`config.mk`:
```
export PLATFORM = sky130hd
export DESIGN_NAME = quad_decoder_counter
export DESIGN_NICKNAME = d
export VERILOG_FILES = /design/src/rtl/quad_decoder_counter.sv
export SDC_FILE = /design/constraint.sdc
export NUM_CORES = 1
export LEC_CHECK = 0
export ABC_AREA = 1
export CAP_MARGIN = 25
export CORE_ASPECT_RATIO = 0.9
export CORE_MARGIN = 2
export CORE_UTILIZATION = 30
export CTS_CLUSTER_DIAMETER = 120
export DETAILED_ROUTE_END_ITERATION = 16
export REMOVE_ABC_BUFFERS = 1
export SYNTH_ARGS = -nofsm -noshare
export SYNTH_HDL_FRONTEND = slang
export SYNTH_SLANG_ARGS = --single-unit
```
`constraint.sdc`:
```
create_clock -name clk -period 6.4 [get_ports clk]
set_clock_uncertainty 0.15 [all_clocks]
set_input_delay 0.96 -clock clk [delete_from_list [all_inputs] [get_ports clk]]
set_output_delay 0.96 -clock clk [all_outputs]
set_load 0.02 [all_outputs]
```
`src/rtl/quad_decoder_counter.sv`:
```
// Quadrature A/B decoder with x4 position counter, direction, step strobe and sticky error.
// Optional input glitch filter enabled by defining QDEC_GLITCH_FILTER_EN.
module quad_decoder_counter #(
  parameter int WIDTH       = 8,
  parameter int SYNC_STAGES = 2
) (
  input  logic             clk,
  input  logic             rst,
  input  logic             a_in,
  input  logic             b_in,
  input  logic             clr,
  input  logic             err_clr,
  output logic [WIDTH-1:0] count,
  output logic             dir,
  output logic             step,
  output logic             err
);

`ifdef QDEC_GLITCH_FILTER_EN
  localparam int FILL = SYNC_STAGES + 1;
`else
  localparam int FILL = SYNC_STAGES;
`endif
  localparam int FW = $clog2(FILL + 1);

  // Position of a phase state along the up sequence 00->10->11->01.
  function automatic logic [1:0] phase_pos(input logic [1:0] ab);
    return {ab[0], ab[1] ^ ab[0]};
  endfunction

  logic [SYNC_STAGES-1:0] a_sync_q, b_sync_q;
  logic [1:0]             s;
  logic                   dec_valid;
  logic [FW-1:0]          fill_q, fill_d;
  logic [1:0]             p_q, p_d;
  logic                   primed_q, primed_d;
  logic [WIDTH-1:0]       count_q, count_d;
  logic                   dir_q, dir_d;
  logic                   step_q, step_d;
  logic                   err_q, err_d;
  logic                   err_set;
  logic [1:0]             delta;

  // Input synchronizer chains.
  always_ff @(posedge clk or posedge rst) begin
    if (rst) begin
      a_sync_q <= {SYNC_STAGES{1'b0}};
      b_sync_q <= {SYNC_STAGES{1'b0}};
    end else begin
      a_sync_q <= {a_sync_q[SYNC_STAGES-2:0], a_in};
      b_sync_q <= {b_sync_q[SYNC_STAGES-2:0], b_in};
    end
  end

  assign s = {a_sync_q[SYNC_STAGES-1], b_sync_q[SYNC_STAGES-1]};

`ifdef QDEC_GLITCH_FILTER_EN
  logic [1:0] prev_s_q;

  // Previous sample, so only states seen on two consecutive samples are decoded.
  always_ff @(posedge clk or posedge rst) begin
    if (rst) begin
      prev_s_q <= 2'b00;
    end else begin
      prev_s_q <= s;
    end
  end

  assign dec_valid = (s == prev_s_q);
`else
  assign dec_valid = 1'b1;
`endif

  assign delta = phase_pos(s) - phase_pos(p_q);

  // Priming, transition decode, count/dir/step/err next state.
  always_comb begin
    fill_d   = fill_q;
    p_d      = p_q;
    primed_d = primed_q;
    count_d  = count_q;
    dir_d    = dir_q;
    step_d   = 1'b0;
    err_set  = 1'b0;

    // Priming waits until the chain holds real samples rather than reset values.
    if (fill_q != FW'(FILL)) begin
      fill_d = fill_q + FW'(1);
    end else begin
      fill_d = fill_q;
    end

    if (!primed_q) begin
      if ((fill_q == FW'(FILL)) && dec_valid) begin
        p_d      = s;
        primed_d = 1'b1;
      end else begin
        p_d = p_q;
      end
    end else if (dec_valid && (s != p_q)) begin
      p_d = s;
      case (delta)
        2'd1: begin
          count_d = count_q + {{(WIDTH-1){1'b0}}, 1'b1};
          dir_d   = 1'b1;
          step_d  = 1'b1;
        end
        2'd3: begin
          count_d = count_q - {{(WIDTH-1){1'b0}}, 1'b1};
          dir_d   = 1'b0;
          step_d  = 1'b1;
        end
        2'd2: begin
          err_set = 1'b1;
        end
        default: begin
          err_set = 1'b0;
        end
      endcase
    end else begin
      p_d = p_q;
    end

    if (clr) begin
      count_d = {WIDTH{1'b0}};
    end else begin
      count_d = count_d;
    end

    if (err_set) begin
      err_d = 1'b1;
    end else if (err_clr) begin
      err_d = 1'b0;
    end else begin
      err_d = err_q;
    end
  end

  // Decoder state and registered outputs.
  always_ff @(posedge clk or posedge rst) begin
    if (rst) begin
      fill_q   <= {FW{1'b0}};
      p_q      <= 2'b00;
      primed_q <= 1'b0;
      count_q  <= {WIDTH{1'b0}};
      dir_q    <= 1'b0;
      step_q   <= 1'b0;
      err_q    <= 1'b0;
    end else begin
      fill_q   <= fill_d;
      p_q      <= p_d;
      primed_q <= primed_d;
      count_q  <= count_d;
      dir_q    <= dir_d;
      step_q   <= step_d;
      err_q    <= err_d;
    end
  end

  assign count = count_q;
  assign dir   = dir_q;
  assign step  = step_q;
  assign err   = err_q;

endmodule

```
==> run metrics <==
status complete, no violations; first-pass GRT wire length 4200 um; Reg area 500 um^2; fin cells 209; DRC errors left 0; Final Core Density 39.6%; max_cap viols 0; Pins Over Slew Limit 0; Psw approximately 0.37 mW; post-CTS sizing 0; Hold Fails Final Rpt 0; grt total ovfl 0; Sequential Power Share 25.2%; # H-tree levels 1; # Post-CTS Setup Buffers 0; Internal Power 0.427 mW; synthesized area 1220 um^2; clk_lat worst skew 0.26 ns; min Tclk post-route ~2.6 ns; Area Overhead vs Synth 23.7%; dominant cells by area after synthesis dfrtp_1 (41%), nand2_1 (12%), ha_1 (6.1%); Hold Path Origin b_sync_q[0]; clock transition at the registers of the reported paths 0.08 ns; critical path peak fanout 5; filler instances 364; worst slack, placed 3.88 ns; DRT Wirelength 2480 um; largest net degree at the start of global routing 21; die height 64.5 um; Worst VDD drop 0.175 mV; Fmax achieved 383 MHz; Root Driver clkbuf_8; cell count after synthesis 143; hpwl dp 1840 um; CP cell instances xnor2_1 -> ha_1 -> inv_1 -> nand4_1 -> nand2_1 -> inv_1 -> ha_1 -> inv_1 -> nand2_1 -> nand2_2 -> nand2_2 -> nand3_1 -> nand3_1 -> nand3_1 -> nand2_1; initial antenna violation count 0; period utilisation layout 40.7%; Clock Power Share ~16%; Crit path required time ~6.4 ns; GPL Wtd Cong 0.839; fin area about 1500 um^2; Core ar. about 3800 um^2; Synth cell types 29; final setup margin 3.79 ns; CTS Buf Count 3; DRT Pass-1 Iters 4; Crit. End Element register; Placed Cells incl. Taps 205; # port buffers 16; post-synthesis area per instance 8.54 um^2; commonest non-fill, non-tap cell in the layout nand2_1; proportion of layout cells with a drive suffix above 1 16.6%; pwr/cell area 528 nW/um^2; Pleak slightly below 0.8 nW; RR Endpoint count[6]; Nets 176; hold crit path type register to register; DP Area approximately 1400 um^2; Slew @ Worst Pin 0.757 ns; Max transition margin between 40% and 50%; DIE AREA 4600 um^2; GRT Overall Usage 11.6%; CP startpoint b_sync_q[1]; CTS max path bufs 2; Routed Antenna Nets 0; Die Wd ~71 um; Post-CTS Hold Buffers 0; R2R cell count 15; r2r startpoint b_sync_q[1]; Reg2Reg Setup Slack around 3.8 ns; TNS Setup 0 ns; Worst path max stage delay 0.43 ns; Setup CP Type register to register; area share of the largest cell type after synthesis 41.0%; synthesized flop and latch total 20; Ys Warns 0; leading cell types in the layout, fill and taps excluded nand2_1 (38), inv_1 (20), dfrtp_1 (20); Hold WS just over 0.2 ns; post-DR wirelength/cell between 10 and 15 um; CTS tree yes; Final Power 0.798 mW; ant diodes 0; Starting Density 32.1%; sw frac 46.4%; footprint of the multi-input gates 642 um^2; vias in the first global route 987; Via density approximately 4.8; crit path launch type register; Arr. time, crit path between 2 and 3 ns; Setup Viol. Count Final 0; # clock sinks 20; Hold Path Depth 0; RSZ-0062 raised after global routing no; number of DRC markers in iteration 0 50; Slowest-stage cell, CP dfrtp_1; Row Count 21; hold path endpoint b_sync_q[1]; I/O Pins 17; via count of the routed design between 900 and 1000; most area-hungry cell type in the Yosys netlist dfrtp_1; sequential area share after synthesis between 40% and 50%; Comb pwr share between 50 and 60%
==> per-layer routing <==
layer  vias to the layer above  part of all wire [%]  global-route usage [%]
li1                        502                     -                       -
met4                         0                   1.7                    6.84
met1                       465                    48                    14.3
met2                        26                    47                    19.0
met3                         4                   3.1                    1.71
met5                         -                     0                       0
==> how the worst max path moves through the flow <==
stage                to  slack, ns
3_5_place_dp   count[6]       3.88
4_1_cts        count[6]       3.82
5_1_grt        count[6]       3.60
2_1_floorplan  count[6]       4.09
6_report       count[6]       3.79
3_3_place_gp   count[6]       3.97
==> area by class of cell <==
class	instances	share of cell area, %
clock buffer	3	2.73
multi-input combinational	102	42.5
timing repair buffer	16	10.6
sequential	20	33.1
tap	46	3.81
inverter	21	5.22
clock inverter	1	1.99
==> critical path, delay by kind of cell (launching register included) <==
family / cells / cell delay (ns)
simple gates: 9 / 0.94
fa+ha+maj: 2 / 0.57
flops: 1 / 0.43
buf+inv: 3 / 0.29
xor+xnor: 1 / 0.15
==> kinds of logic after synthesis <==
| kind of cell | after synthesis | synth area share (%) |
|---|---|---|
| simple gates | 72 | 32.5 |
| buf+inv | 21 | 6.45 |
| flops | 20 | 41.0 |
| compound gates | 18 | 9.43 |
| fa+ha+maj | 6 | 6.15 |
| xor+xnor | 5 | 3.59 |
| mux | 1 | 0.922 |
==> power groups by stage <==
stage | combinational (mW) | clock (mW) | sequential, mW
global route | 0.509 | 0.138 | 0.207
floorplan | 0.295 | 0 | 0.237
global placement | 0.451 | 0 | 0.202
finish | 0.467 | 0.129 | 0.201
CTS | 0.463 | 0.132 | 0.201
detailed placement | 0.459 | 0 | 0.203
==> synth_stat cells <==
library cell,n
nand2_1,38
dfrtp_1,20
inv_1,20
nand3_1,10
ha_1,6
nand2_2,5
o21ai_0,5
a21oi_1,4
nor2_1,4
nand2_4,3
xnor2_1,3
a31oi_1,2
nand3_4,2
nand4_1,2
nor2_2,2
o22ai_1,2
or2_2,2
xor2_1,2
a21boi_2,1
a21oi_2,1
inv_2,1
mux2_2,1
nand3_2,1
nor2_4,1
nor2_8,1
nor3_2,1
o21ai_1,1
o21bai_2,1
o32ai_1,1
==> flip-flops by register name (all words and copies together), names as in the netlist <==
signal,count
dir,1
a_sync_q,2
step,1
err,1
b_sync_q,2
primed_q,1
count,8
fill_q,2
p_q,2
Power figures use the tool's default switching activity.
